## src/rtl/cplx_pkg.sv

```systemverilog
// Shared constants and sizing helpers for the complex-stream separator.
package cplx_pkg;

    localparam int unsigned MAX_DEPTH = 256;

    function automatic int unsigned clog2(input int unsigned value);
        int unsigned result;
        result = 0;
        for (int unsigned i = 0; i < 32; i++) begin
            if ((32'd1 << i) < value) result = i + 1;
        end
        return result;
    endfunction

    // Occupancy counters need one extra bit to represent "full".
    function automatic int unsigned lvl_w(input int unsigned depth);
        return clog2(depth) + 1;
    endfunction

    localparam int unsigned DEF_DEPTH = 4;
    localparam int unsigned DEF_LVL_W = lvl_w(DEF_DEPTH);

endpackage

```

## src/rtl/axis_sync_fifo.sv

```systemverilog
// Circular-buffer FIFO with a registered head; level counts the head plus buffered entries.
module axis_sync_fifo
    import cplx_pkg::*;
#(
    parameter int unsigned DW    = 9,
    parameter int unsigned DEPTH = 4
) (
    input  logic                    clk,
    input  logic                    rst,
    input  logic [DW-1:0]           wr_data,
    input  logic                    wr_en,
    output logic [DW-1:0]           rd_data,
    output logic                    rd_valid,
    input  logic                    rd_ready,
    output logic [clog2(DEPTH):0]   level
);
    localparam int unsigned AW = clog2(DEPTH);

    logic [DW-1:0] mem_q [DEPTH];
    logic [AW-1:0] wr_ptr_q, rd_ptr_q;
    logic [AW:0]   cnt_q, cnt_d;
    logic [DW-1:0] head_q, head_d;
    logic          head_vld_q, head_vld_d;
    logic          pop, head_free, mem_rd, mem_wr, bypass;

    // The head is only ever empty when the buffer is empty, so an empty lane
    // loads a fresh beat straight into the head and shows it next cycle.
    always_comb begin
        pop        = head_vld_q & rd_ready;
        head_free  = ~head_vld_q | pop;
        mem_rd     = head_free & (cnt_q != '0);
        bypass     = head_free & (cnt_q == '0) & wr_en;
        mem_wr     = wr_en & ~bypass;
        head_d     = head_q;
        head_vld_d = head_vld_q & ~pop;
        if (mem_rd) begin
            head_d     = mem_q[rd_ptr_q];
            head_vld_d = 1'b1;
        end else if (bypass) begin
            head_d     = wr_data;
            head_vld_d = 1'b1;
        end
        cnt_d = cnt_q;
        if (mem_wr && !mem_rd) begin
            cnt_d = cnt_q + 1'b1;
        end else if (!mem_wr && mem_rd) begin
            cnt_d = cnt_q - 1'b1;
        end
    end

    always_ff @(posedge clk) begin
        if (rst) begin
            wr_ptr_q   <= '0;
            rd_ptr_q   <= '0;
            cnt_q      <= '0;
            head_q     <= '0;
            head_vld_q <= 1'b0;
        end else begin
            if (mem_wr) wr_ptr_q <= wr_ptr_q + 1'b1;
            if (mem_rd) rd_ptr_q <= rd_ptr_q + 1'b1;
            cnt_q      <= cnt_d;
            head_q     <= head_d;
            head_vld_q <= head_vld_d;
        end
    end

    always_ff @(posedge clk) begin
        if (mem_wr) mem_q[wr_ptr_q] <= wr_data;
    end

    assign rd_data  = head_q;
    assign rd_valid = head_vld_q;
    assign level    = cnt_q + {{AW{1'b0}}, head_vld_q};

endmodule

```

## src/rtl/cplx_sep_axis.sv

```systemverilog
// Splits an interleaved Q:I AXI-Stream into independent I and Q streams,
// each buffered by its own FIFO so the lanes can drain at different rates.
module cplx_sep_axis
    import cplx_pkg::*;
#(
    parameter int unsigned W          = 8,
    parameter int unsigned DEPTH      = 4,
    parameter int unsigned SWAP_IQ    = 0,
    parameter int unsigned OFFSET_BIN = 0
) (
    input  logic                    clk,
    input  logic                    rst,
    input  logic [2*W-1:0]          s_axis_data_tdata,
    input  logic                    s_axis_data_tvalid,
    input  logic                    s_axis_data_tlast,
    output logic                    s_axis_data_tready,
    output logic [W-1:0]            m_axis_i_tdata,
    output logic                    m_axis_i_tvalid,
    output logic                    m_axis_i_tlast,
    input  logic                    m_axis_i_tready,
    output logic [W-1:0]            m_axis_q_tdata,
    output logic                    m_axis_q_tvalid,
    output logic                    m_axis_q_tlast,
    input  logic                    m_axis_q_tready,
    output logic [clog2(DEPTH):0]   i_level,
    output logic [clog2(DEPTH):0]   q_level
);
    localparam int unsigned      LVL_W    = lvl_w(DEPTH);
    localparam logic [LVL_W-1:0] FULL_LVL = LVL_W'(DEPTH);

    logic         rst_q;
    logic [W-1:0] raw_hi, raw_lo, i_comp, q_comp;
    logic         wr;
    logic [W:0]   i_rd, q_rd;

    always_ff @(posedge clk) begin
        rst_q <= rst;
    end

    always_comb begin
        raw_hi = s_axis_data_tdata[2*W-1:W];
        raw_lo = s_axis_data_tdata[W-1:0];
        i_comp = (SWAP_IQ != 0) ? raw_hi : raw_lo;
        q_comp = (SWAP_IQ != 0) ? raw_lo : raw_hi;
        if (OFFSET_BIN != 0) begin
            i_comp[W-1] = ~i_comp[W-1];
            q_comp[W-1] = ~q_comp[W-1];
        end
    end

    // Ready depends only on registered levels: a full lane blocks input even
    // while it is being drained, trading one bubble for no ready->ready path.
    assign s_axis_data_tready = ~rst_q & (i_level < FULL_LVL) & (q_level < FULL_LVL);
    assign wr                 = s_axis_data_tvalid & s_axis_data_tready;

    axis_sync_fifo #(
        .DW    (W + 1),
        .DEPTH (DEPTH)
    ) u_fifo_i (
        .clk      (clk),
        .rst      (rst),
        .wr_data  ({s_axis_data_tlast, i_comp}),
        .wr_en    (wr),
        .rd_data  (i_rd),
        .rd_valid (m_axis_i_tvalid),
        .rd_ready (m_axis_i_tready),
        .level    (i_level)
    );

    axis_sync_fifo #(
        .DW    (W + 1),
        .DEPTH (DEPTH)
    ) u_fifo_q (
        .clk      (clk),
        .rst      (rst),
        .wr_data  ({s_axis_data_tlast, q_comp}),
        .wr_en    (wr),
        .rd_data  (q_rd),
        .rd_valid (m_axis_q_tvalid),
        .rd_ready (m_axis_q_tready),
        .level    (q_level)
    );

    assign m_axis_i_tdata = i_rd[W-1:0];
    assign m_axis_i_tlast = i_rd[W];
    assign m_axis_q_tdata = q_rd[W-1:0];
    assign m_axis_q_tlast = q_rd[W];

endmodule

```

## config.mk

```make
export PLATFORM = sky130hd
export DESIGN_NAME = cplx_sep_axis
export DESIGN_NICKNAME = d
export VERILOG_FILES = /design/src/rtl/cplx_pkg.sv /design/src/rtl/axis_sync_fifo.sv /design/src/rtl/cplx_sep_axis.sv
export SDC_FILE = /design/constraint.sdc
export NUM_CORES = 1
export LEC_CHECK = 0
export ABC_AREA = 1
export BUFFER_PORTS_ARGS = -buffer_cell sky130_fd_sc_hd__buf_2
export CAP_MARGIN = 20
export CORE_MARGIN = 3
export CORE_UTILIZATION = 53
export DETAILED_ROUTE_END_ITERATION = 7
export PLACE_DENSITY = 0.84
export SETUP_SLACK_MARGIN = 0.1
export SKIP_CTS_REPAIR_TIMING = 1
export SYNTH_ARGS = -nofsm -noshare
export SYNTH_HDL_FRONTEND = slang
export SYNTH_SLANG_ARGS = --single-unit
```

## constraint.sdc

```tcl
create_clock -name clk -period 3.6 [get_ports clk]
set_input_delay 0.36 -clock clk [delete_from_list [all_inputs] [get_ports clk]]
set_output_delay 0.36 -clock clk [all_outputs]
set_load 0.02 [all_outputs]
```

; ---- Word-level counts from Yosys, hierarchy flattened
; Memories as Yosys holds them, arrays and structs flattened. A register that Yosys moved wholly into a read port is not among the register bits.
; Index checks and enable logic that the tools add are counted.
[word_totals]
memories = 2
regBits = 35
ram_bits = 72
inputBits = 22
output_inout_bits = 27
[memory_table]
columns = memory, words, width, rd, rd_clocked_by_memory_dff, wr, line
row1 = u_fifo_i.mem_q, 4, 9, 1, 1, 1, axis_sync_fifo.sv:19  ; logic [DW-1:0] mem_q [DEPTH];
row2 = u_fifo_q.mem_q, 4, 9, 1, 1, 1, axis_sync_fifo.sv:19
[op_classes]
n_reduce_logical = 16
n_mux = 20
order_cmp = 2
bitwise_logic = 24
add_sub_neg = 10
[op_table]
columns = cell, n
row1 = 2-to-1 mux 9 bit, 4
row2 = bitwise AND 1 bit, 15
row3 = 2-to-1 mux 3 bit, 4
row4 = "adder 2 x 1 -> 2 bit, second input constant", 4
row5 = 2-to-1 mux 1 bit, 8
row6 = 2-to-1 mux 2 bit, 4
row7 = nonzero test 2 bit, 4
row8 = inverter 1 bit, 7
row9 = adder 3 x 1 -> 3 bit, 2
row10 = "adder 3 x 1 -> 3 bit, second input constant", 2
row11 = zero test 3 bit, 2
row12 = "less-than comparator 3 bit, second input constant", 2
row13 = nonzero test 3 bit, 2
row14 = "subtractor 3 x 1 -> 3 bit, second input constant", 2
row15 = logical AND 1 bit, 4
row16 = zero test 1 bit, 4
row17 = OR 1 bit, 2

; ---- Logic depth before layout (Yosys ltp)
; Gate-level depths: netlist (run 1).
[depth]
ltp_word = 12
ltp_mapped = 15
ltp_nobuf = 15

; ---- Modules after synthesis
; From an unflattened synthesis (run 1), not the netlist that was laid out.
[hier_totals]
hier_cells = 479
hier_area_um2 = 4729.5
[by_module_without_submodules]
columns = mod, cells_each, n_inst, area_per_inst_um2
row1 = axis_sync_fifo, 236, 2, 2342.2
row2 = cplx_sep_axis, 7, 1, 45.0

; ---- Least setup slack after synthesis (run 1)
; Ideal clock, no wire load.
[synth_timing]
path_kind = reg-to-reg
startpoint = register u_fifo_i.head_vld_q (netlist: u_fifo_i.rd_valid)
endpoint = register u_fifo_i.cnt_q[2]
t_arrival_ps = 2490
path_stages_with_launch = 16
path_buffers = 0
required_time_ps = 3478
setup_slack_ps = 987
setup_time_ps = 122
path_cell_list = dfxtp_1 > ha_1 > ha_1 > inv_1 > nand2_1 > nand2_2 > nor2_8 > nand3b_4 > inv_1 > ha_1 > inv_1 > fa_1 > a21oi_1 > o21ai_0 > o21ai_0 > a21oi_1
[synth_between]
elab_chain_len = 11
word_cells_on_any_way = 19
classes_between = add/sub (1) / order compare (1) / mux (1) / bitwise (11) / reduce/logical (5)
[synth_lines]
columns = element, line
row1 = "start, declared", axis_sync_fifo.sv:23  ; logic head_vld_q, head_vld_d;
row2 = "start signal, assigned", axis_sync_fifo.sv:63  ; head_vld_q <= head_vld_d;
row3 = adder 3 x 1 -> 3 bit *, axis_sync_fifo.sv:73  ; assign level = cnt_q + {{AW{1'b0}}, head_vld_q};
row4 = named net i_level[2], cplx_sep_axis.sv:25  ; output logic [clog2(DEPTH):0] i_level,
row5 = less-than comparator 3 bit *, cplx_sep_axis.sv:53  ; assign s_axis_data_tready = ~rst_q & (i_level < FULL_LVL) & (q_level < FULL_LVL);
row6 = bitwise AND 1 bit * (2 in a row), cplx_sep_axis.sv:53
row7 = named net s_axis_data_tready, cplx_sep_axis.sv:16  ; output logic s_axis_data_tready,
row8 = bitwise AND 1 bit *, cplx_sep_axis.sv:54  ; assign wr = s_axis_data_tvalid & s_axis_data_tready;
row9 = bitwise AND 1 bit, axis_sync_fifo.sv:32  ; bypass = head_free & (cnt_q == '0) & wr_en;
row10 = inverter 1 bit, axis_sync_fifo.sv:33  ; mem_wr = wr_en & ~bypass;
row11 = bitwise AND 1 bit *, axis_sync_fifo.sv:33
row12 = named net u_fifo_i.mem_wr, axis_sync_fifo.sv:24  ; logic pop, head_free, mem_rd, mem_wr, bypass;
row13 = zero test 1 bit, axis_sync_fifo.sv:46  ; end else if (!mem_wr && mem_rd) begin
row14 = logical AND 1 bit, axis_sync_fifo.sv:46
row15 = nonzero test 2 bit (no line), -
row16 = "end signal, assigned", axis_sync_fifo.sv:61  ; cnt_q <= cnt_d;
row17 = "end, declared", axis_sync_fifo.sv:21  ; logic [AW:0] cnt_q, cnt_d;
; The timed path passes the listed nets; every way through them passes the cells marked *.
; A chain may end at the register's enable or synchronous reset.

; ---- Final worst setup path (run 1)
[layout_timing]
startpoint = register u_fifo_q.cnt_q[0]
endpoint = register u_fifo_i.cnt_q[2]
[layout_between]
elab_chain_len = 10
word_cells_on_any_way = 12
classes_between = add/sub (1) / order compare (1) / mux (1) / bitwise (5) / reduce/logical (4)
[layout_lines]
columns = element, line
row1 = "start, declared", axis_sync_fifo.sv:21
row2 = "start signal, assigned", axis_sync_fifo.sv:61
row3 = adder 3 x 1 -> 3 bit *, axis_sync_fifo.sv:73
row4 = less-than comparator 3 bit *, cplx_sep_axis.sv:53
row5 = bitwise AND 1 bit *, cplx_sep_axis.sv:53
row6 = bitwise AND 1 bit *, cplx_sep_axis.sv:54
row7 = bitwise AND 1 bit, axis_sync_fifo.sv:32
row8 = inverter 1 bit, axis_sync_fifo.sv:33
row9 = bitwise AND 1 bit *, axis_sync_fifo.sv:33
row10 = named net u_fifo_i.mem_wr, axis_sync_fifo.sv:24
row11 = zero test 1 bit, axis_sync_fifo.sv:46
row12 = logical AND 1 bit, axis_sync_fifo.sv:46
row13 = nonzero test 2 bit (no line), -
; Marked as above.

==> summary.md, run 1 <==
| Metric | Value |
|---|---|
| Die H | `approximately 100 um` |
| Vias per cell | `5.195` |
| Final setup skew | `13.59 ps` |
| Worst hold path class | `input port to flip-flop` |
| Status | `finished, final reports clean` |
| Hold depth | `1` |
| Placement Setup Slack | `928.6 ps` |
| Initial antenna violation count | `0` |
| Post-synthesis async set-or-reset flop share | `0%` |
| PortBufs | `48` |
| Worst r2r src | `u_fifo_q.cnt_q[0]` |
| Reg2Reg Depth | `15` |
| IO Count | `49` |
| Post-Syn Nets | `about 580` |
| Crit path DAT | `2950 ps` |
| Clk buf depth | `2` |
| WP data required | `3860 ps` |
| CTS H-tree lvls | `3` |
| Worst setup path category | `flip-flop to flip-flop` |
| Mux contribution to synthesized area | `0%` |
| End of the worst hold path | `rst_q` |
| Fillers | `707` |
| Worst Path Buf+Inv | `3` |
| Final RePlAce weighted congestion | `0.8427` |
| Sequential share of the synthesized area | `59.05%` |
| Standby leakage power | `approximately 2.4 nW` |
| CP max FO | `9` |
| Synth top area share | `43.38%` |
| Setup violations, final | `0` |
| Core box area | `8934 um^2` |
| Clock slew seen by the registers of the worst setup and hold paths | `100 ps` |
| Row cnt | `34` |
| Post-synth EDFFs | `about 70` |
| Clk sinks | `between 100 and 150` |
| DR pass1 iterations | `5` |
| Die width | `103.0 um` |
| Synth Area in XOR/XNOR | `0%` |
| Post-synth cell types | `25` |
| Vias | `3,616` |
| Synth area leader | `edfxtp_1` |
| Post-synth top flop | `edfxtp_1` |
| #FFs+latches synth | `111` |
| Worst skew pair latency | `between 300 and 400 ps` |
| RSZ-0062 raised after global routing | `false` |
| Fin. Hold Viols | `0` |
| Post-route setup slack | `908.6 ps` |
| Starting Density | `55.78%` |
| Detailed Route WL | `10,010 um` |
| Final worst path period share | `between 70% and 80%` |
| CP startpoint kind | `flip-flop` |
| Slowest stage delay, CP | `400 ps` |
| Ant diodes | `0` |
| Root buf cell | `clkbuf_8` |
| Final TNS setup | `0 ps` |
| Slew @ Worst Pin | `913.6 ps` |
| F_max | `371.5 MHz` |
| Cell Chain, Critical Path | `ha_1 > ha_1 > inv_1 > nand2_1 > nand3_2 > nor2_8 > nand3b_4 > inv_1 > ha_1 > inv_1 > fa_1 > a21oi_1 > o21ai_0 > o21ai_0 > a21oi_1` |
| Synthesized-area fraction occupied by adder cells | `4.318%` |
| Clock buffer count from CTS | `9` |
| Critical path's slowest cell | `dfxtp_1` |
| Layout cells sized above 1 | `13.95%` |
| FF-to-FF setup slack | `approximately 910 ps` |
| Final min period | `2691 ps` |
| Final nets | `between 600 and 700` |
| Peak supply drop | `about 0.61 mV` |
| Area grow syn2layout | `9.239%` |
| Worst R2R End | `u_fifo_i.cnt_q[2]` |
| Top cell family by delay on the critical path | `adder cells` |
| Vias in the first global route | `3,417` |
| Routed wire per std cell | `14.39 um` |
| Power Density | `801.2 nW/um^2` |
| Total GRT Usage | `19.89%` |
| Routed Antenna Nets | `0` |
| Post-synthesis cell area | `4984 um^2` |
| Top post-synthesis cells by area | `edfxtp_1 43%, dfxtp_1 16%, nor2_1 9.8%, nand2_1 8.6%, inv_1 3.7%` |
| DR iter-0 viols | `356` |
| Commonest cells in the netlist | `130 x nor2_1, 114 x nand2_1, 72 x edfxtp_1` |
| Top-count cell post-synth | `nor2_1` |
| YS warnings | `0` |
| Post-synthesis simple-gate area fraction | `between 20% and 30%` |
| Detail Placement HPWL | `about 6700 um` |
| Synth Area in Compound Gates | `6.427%` |
| Main combinational cell family by area after synthesis | `simple AND/OR/NAND/NOR gates` |
| TritonCTS clock tree | `yes` |
| First-pass GRT wire length | `~16,000 um` |
| Avg Inst Size Synth | `9.229 um^2` |
| Maximum number of pins on one net before global-route repair | `33` |
| Total gr overflow | `0` |
| Worst slew margin | `39.02%` |
| Die area | `10,600 um^2` |
| Final count of pins violating max slew | `0` |
| Cells after Synth | `540` |
| Crit end category | `flip-flop` |
| Max-cap violations | `0` |
| DRC Markers | `0` |
| Worst min-delay path startpoint | `rst` |
-- cells in the final DEF (no fill, tap or decap), types with 3 or more instances in the layout --
cell type,instances
a21oi_1,16
buf_2,48
clkbuf_8,9
clkinv_1,3
dfxtp_1,39
edfxtp_1,72
ha_1,14
inv_1,49
inv_2,6
nand2_1,114
nand2_2,3
nand3_1,18
nor2_1,130
o21ai_0,32
o21ai_1,16
-- per-layer routing --
| metal | GRT usage (%) | wire length (um) | vias to the layer above |
|---|---|---|---|
| li1 | - | - | 1813 |
| met1 | 27.50 | 4262 | 1657 |
| met2 | 32.26 | 5019 | 130 |
| met3 | 3.112 | 573 | 16 |
| met4 | 6.673 | 157 | 0 |
| met5 | 0 | 0 | - |
-- through the flow --
step / util (%) / power (mW) / area, um^2 / hold slack (ps) / instances
2_1_floorplan: - / 3.206 / 4984 / 387.7 / 540
3_3_place_gp: 58.64 / 3.514 / 5239 / 450.8 / 680
3_5_place_dp: 58.64 / 3.607 / 5239 / 466.3 / 680
4_1_cts: 60.94 / 4.367 / 5444 / 126.0 / 696
5_1_grt: 60.94 / 4.701 / 5444 / 132.7 / 696
6_report: 60.94 / 4.362 / 5444 / 133.9 / 696
-- kinds of logic (layout without fill, tap and decap cells) --
kind of cell | count (synthesis) | count (layout)
simple gates | 274 | 274
flops | 111 | 111
buf+inv | 75 | 123
compound gates | 64 | 64
fa+ha+maj | 16 | 16
-- power by group --
| part | leakage [nW] | switching (mW) | internal (mW) |
|---|---|---|---|
| clock | 0.101 | 0.430 | 0.332 |
| combinational | 1.32 | 1.23 | 0.591 |
| sequential | 0.973 | 0.206 | 1.57 |
-- registers in the layout (all words and copies together) (netlist names), named ones only --
name / count
rst_q: 1
u_fifo_i.cnt_q: 3
u_fifo_i.mem_q: 36
u_fifo_i.rd_data: 9
u_fifo_i.rd_ptr_q: 2
u_fifo_i.rd_valid: 1
u_fifo_i.wr_ptr_q: 2
u_fifo_q.cnt_q: 3
u_fifo_q.mem_q: 36
u_fifo_q.rd_data: 9
u_fifo_q.rd_ptr_q: 2
u_fifo_q.rd_valid: 1
u_fifo_q.wr_ptr_q: 2
-- area by class of cell --
| cell class | count | area (um^2) | area share (%) |
|---|---|---|---|
| multi-input combinational | 354 | 1694 | 31.12 |
| clock buffer | 9 | 123.9 | 2.275 |
| inverter | 59 | 226.5 | 4.160 |
| tap | 108 | 135.1 | 2.482 |
| sequential | 111 | 2943 | 54.06 |
| clock inverter | 7 | 81.33 | 1.494 |
| timing repair buffer | 48 | 240.2 | 4.413 |
-- how the worst max path moves through the flow --
stage / from / endpoint / depth (start not counted)
5_1_grt: u_fifo_i.cnt_q[0] / u_fifo_q.cnt_q[2] / 14
2_1_floorplan: u_fifo_i.rd_valid / u_fifo_i.cnt_q[2] / 15
3_3_place_gp: u_fifo_q.cnt_q[0] / u_fifo_q.cnt_q[2] / 15
3_5_place_dp: u_fifo_q.cnt_q[0] / u_fifo_i.cnt_q[2] / 15
4_1_cts: u_fifo_q.cnt_q[0] / u_fifo_i.cnt_q[2] / 15
6_report: u_fifo_q.cnt_q[0] / u_fifo_i.cnt_q[2] / 15
-- worst register-to-register path: cells and delay by family (launching register included) --
family	cells	cell delay (ps)
AO/OA/AOI/OAI	4	480
adder cells (fa/ha/maj)	4	930
buffers and inverters	3	230
flip-flops	1	400
AND/OR/NAND/NOR	4	540
Note: power is estimated with default switching activity, not from simulation.
==> run 2: changes to the inputs <==
--- a/config.mk
+++ b/config.mk
@@ -11,7 +11,7 @@
 export CORE_MARGIN = 3
 export CORE_UTILIZATION = 53
 export DETAILED_ROUTE_END_ITERATION = 7
-export PLACE_DENSITY = 0.84
+export PLACE_DENSITY = 0.87
 export SETUP_SLACK_MARGIN = 0.1
 export SKIP_CTS_REPAIR_TIMING = 1
 export SYNTH_ARGS = -nofsm -noshare
==> constraint.sdc (replaced) <==
create_clock -name clk -period 2.2 [get_ports clk]
set_input_delay 0.22 -clock clk [delete_from_list [all_inputs] [get_ports clk]]
set_output_delay 0.22 -clock clk [all_outputs]
set_load 0.02 [all_outputs]
==> run 2 against run 1 <==
Compared with the run above:
- the flow now finishes with violations (negative setup slack)
- worst setup slack got worse by 1000 ps
- register-to-register slack lost 1000 ps
- core utilization grew 4.4 points
- non-clock buffer count is 30 higher
- design area up 7.2%
- largest cell class unchanged
- highest routed layer unchanged
==> summary.md, run 2 (synthesized netlist as in run 1, its figures left out) <==
| Metric | Value |
|---|---|
| Status | `complete, but fails checks (was finished, final reports clean)` |
| Failing checks | `negative setup slack` |
| Post-route cell area | `5837 um^2 (was 5444 um^2)` |
| Root buf cell | `clkbuf_8 (unchanged)` |
| Ant diodes | `0 (unchanged)` |
| CTS H-tree lvls | `3 (unchanged)` |
| Row cnt | `34 (unchanged)` |
| Most frequent cells in the layout | `129 x nor2_1, 112 x nand2_1, 72 x edfxtp_1 (was 130 x nor2_1, 114 x nand2_1, 72 x edfxtp_1)` |
| Final count of pins violating max slew | `0 (unchanged)` |
| Comb power frac | `45.7% (was 41.8%)` |
| WP data required | `2480 ps (was 3860 ps)` |
| Final min period | `2288 ps (was 2691 ps)` |
| Standby leakage power | `2.550 nW (was 2.394 nW)` |
| Detail Placement HPWL | `7168 um (was 6731 um)` |
| Most frequent CP cell | `ha_4` |
| Post-route setup slack | `-88.01 ps (was 908.6 ps)` |
| Critical path's slowest cell | `fa_2 (was dfxtp_1)` |
| Placed cell area | `5519 um^2 (was 5239 um^2)` |
| DR iter-0 viols | `347 (was 356)` |
| DRC Markers | `0 (unchanged)` |
| Final worst path period share | `104.0% (was 74.76%)` |
| Hold slack | `56.16 ps (was 133.9 ps)` |
| Clock slew seen by the registers of the worst setup and hold paths | `110 ps (was 100 ps)` |
| Switching share of total power | `41.76% (was 42.80%)` |
| Clock buffer count from CTS | `9 (unchanged)` |
| Die area | `10,600 um^2 (unchanged)` |
| Worst Path Buf+Inv | `3 (unchanged)` |
| Top Registers | `u_fifo_i.mem_q (36), u_fifo_q.mem_q (36) (unchanged)` |
| Starting Density | `55.78% (unchanged)` |
| Detailed Route WL | `11,030 um (was 10,010 um)` |
| Total gr overflow | `0 (unchanged)` |
| Core box area | `8934 um^2 (unchanged)` |
| RSZ-0062 raised after global routing | `true (was false)` |
| Die width | `103.0 um (unchanged)` |
| IO Count | `49 (unchanged)` |
| Final nets | `651 (was 621)` |
| Crit end category | `flip-flop (unchanged)` |
| Worst slew margin | `50.66% (was 39.02%)` |
| Vias in the first global route | `3,597 (was 3,417)` |
| Clk sinks | `111 (unchanged)` |
| Final TNS setup | `-198.4 ps (was 0 ps)` |
| Commonest non-fill, non-tap cell in the layout | `nor2_1 (unchanged)` |
| Vias | `3,864 (was 3,616)` |
| Slowest stage delay, CP | `390 ps (was 400 ps)` |
| Area grow syn2layout | `17.12% (was 9.239%)` |
| F_max | `437.1 MHz (was 371.5 MHz)` |
| PortBufs | `48 (unchanged)` |
| Total internal power | `4.521 mW (was 2.495 mW)` |
| Power Total | `7.764 mW (was 4.362 mW)` |
| Max-cap violations | `0 (unchanged)` |
| Maximum number of pins on one net before global-route repair | `23 (was 33)` |
| Setup violations, final | `3 (was 0)` |
| Total GRT Usage | `21.07% (was 19.89%)` |
| Slew @ Worst Pin | `739.3 ps (was 913.6 ps)` |
| Crit path DAT | `2570 ps (was 2950 ps)` |
| CP startpoint kind | `flip-flop (unchanged)` |
| Clk buf depth | `2 (unchanged)` |
| Worst setup path category | `flip-flop to flip-flop (unchanged)` |
| Fin. Hold Viols | `0 (unchanged)` |
| Final RePlAce weighted congestion | `0.8216 (was 0.8427)` |
| Net Sw Power | `3.242 mW (was 1.867 mW)` |
| Routed Antenna Nets | `0 (unchanged)` |
| Initial antenna violation count | `0 (unchanged)` |
| Layout cells sized above 1 | `22.17% (was 13.95%)` |
| Clk pwr share | `17.7% (was 17.5%)` |
| Die H | `103.0 um (unchanged)` |
| Power share of the sequential group | `36.6% (was 40.8%)` |
| Placed cell count | `703 (was 680)` |
| Vias per cell | `5.322 (was 5.195)` |
| DR pass1 iterations | `5 (unchanged)` |
| Power Density | `1330 nW/um^2 (was 801.2 nW/um^2)` |
| TritonCTS clock tree | `yes (unchanged)` |
| Peak supply drop | `1.087 mV (was 0.6104 mV)` |
| CP max FO | `4 (was 9)` |
| Worst skew pair latency | `380 ps (was 370 ps)` |
| Routed wire per std cell | `15.19 um (was 14.39 um)` |
| Finished Layout Cells | `726 (was 696)` |
| Worst hold path class | `input port to flip-flop (unchanged)` |
| Top cell family by delay on the critical path | `adder cells (unchanged)` |
| Final setup skew | `11.57 ps (was 13.59 ps)` |
| Cell Chain, Critical Path | `ha_4 > ha_4 > inv_1 > nand2_2 > nand2_4 > nor2_8 > nand3b_4 > inv_2 > ha_4 > inv_4 > fa_2 > a21oi_2 > o21ai_1 > o21ai_1 > a21oi_1 (was ha_1 > ha_1 > inv_1 > nand2_1 > nand3_2 > nor2_8 > nand3b_4 > inv_1 > ha_1 > inv_1 > fa_1 > a21oi_1 > o21ai_0 > o21ai_0 > a21oi_1)` |
| First-pass GRT wire length | `17,080 um (was 16,260 um)` |
## run 2: cell types whose count changed in the layout (fill, tap and decap cells not counted), moves of 6 or more
cell     delta
o21ai_0     -6
ha_1        -6
ha_4        +6
buf_4      +28
dfxtp_1     -6
## run 2: worst register-to-register path, stage by stage (launching register included)
cell and delay, ps:
dfxtp_4 380, ha_4 130, ha_4 130, inv_1 60, nand2_2 80, nand2_4 70, nor2_8 160, nand3b_4 90
inv_2 80, ha_4 140, inv_4 40, fa_2 390, a21oi_2 140, o21ai_1 90, o21ai_1 150, a21oi_1 50
## run 2: power by group through the flow
stage | registers, mW | clock network [mW] | logic [mW]
finish | 2.84 | 1.37 | 3.55
global route | 2.88 | 1.46 | 3.96
CTS | 2.84 | 1.38 | 3.41
detailed placement | 2.89 | 0 | 3.37
global placement | 2.86 | 0 | 3.20
floorplan | 2.97 | 0 | 2.46
## run 2: through the flow
stage | util (%) | setup WS (ps)
detailed placement | 61.78 | -71.79
finish | 65.34 | -88.01
CTS | 64.33 | -82.81
global route | 65.34 | -193.7
global placement | 61.78 | 54.36
floorplan | - | -44.02
## run 2: worst paths after layout
check                             from                   end  slack [ps]  cells after the start
setup / recovery     u_fifo_i.rd_valid     u_fifo_i.cnt_q[2]         -90                     15
hold / removal    s_axis_data_tdata[3]  u_fifo_i.mem_q[3][3]          60                      1
setup reg to reg     u_fifo_i.rd_valid     u_fifo_i.cnt_q[2]         -90                     15
hold reg to reg   u_fifo_i.rd_ptr_q[0]             flip-flop         500                      1
## run 2: cell type report
type	instances	area, um^2
flip-flops and latches	111	2958
multi-input cells	354	1810
fillers	644	3097
well taps	108	135.1
clock inverters	7	103.9
clock buffers	9	123.9
repair buffers	78	471.7
inverters	59	234.0
## run 2: metal layers
metal	vias to the layer above	GRT usage (%)	share of wire, %
li1	1877	-	-
met1	1792	27.10	40
met2	156	34.88	51
met3	39	3.857	6.4
met4	0	9.363	2.7
met5	-	0	0
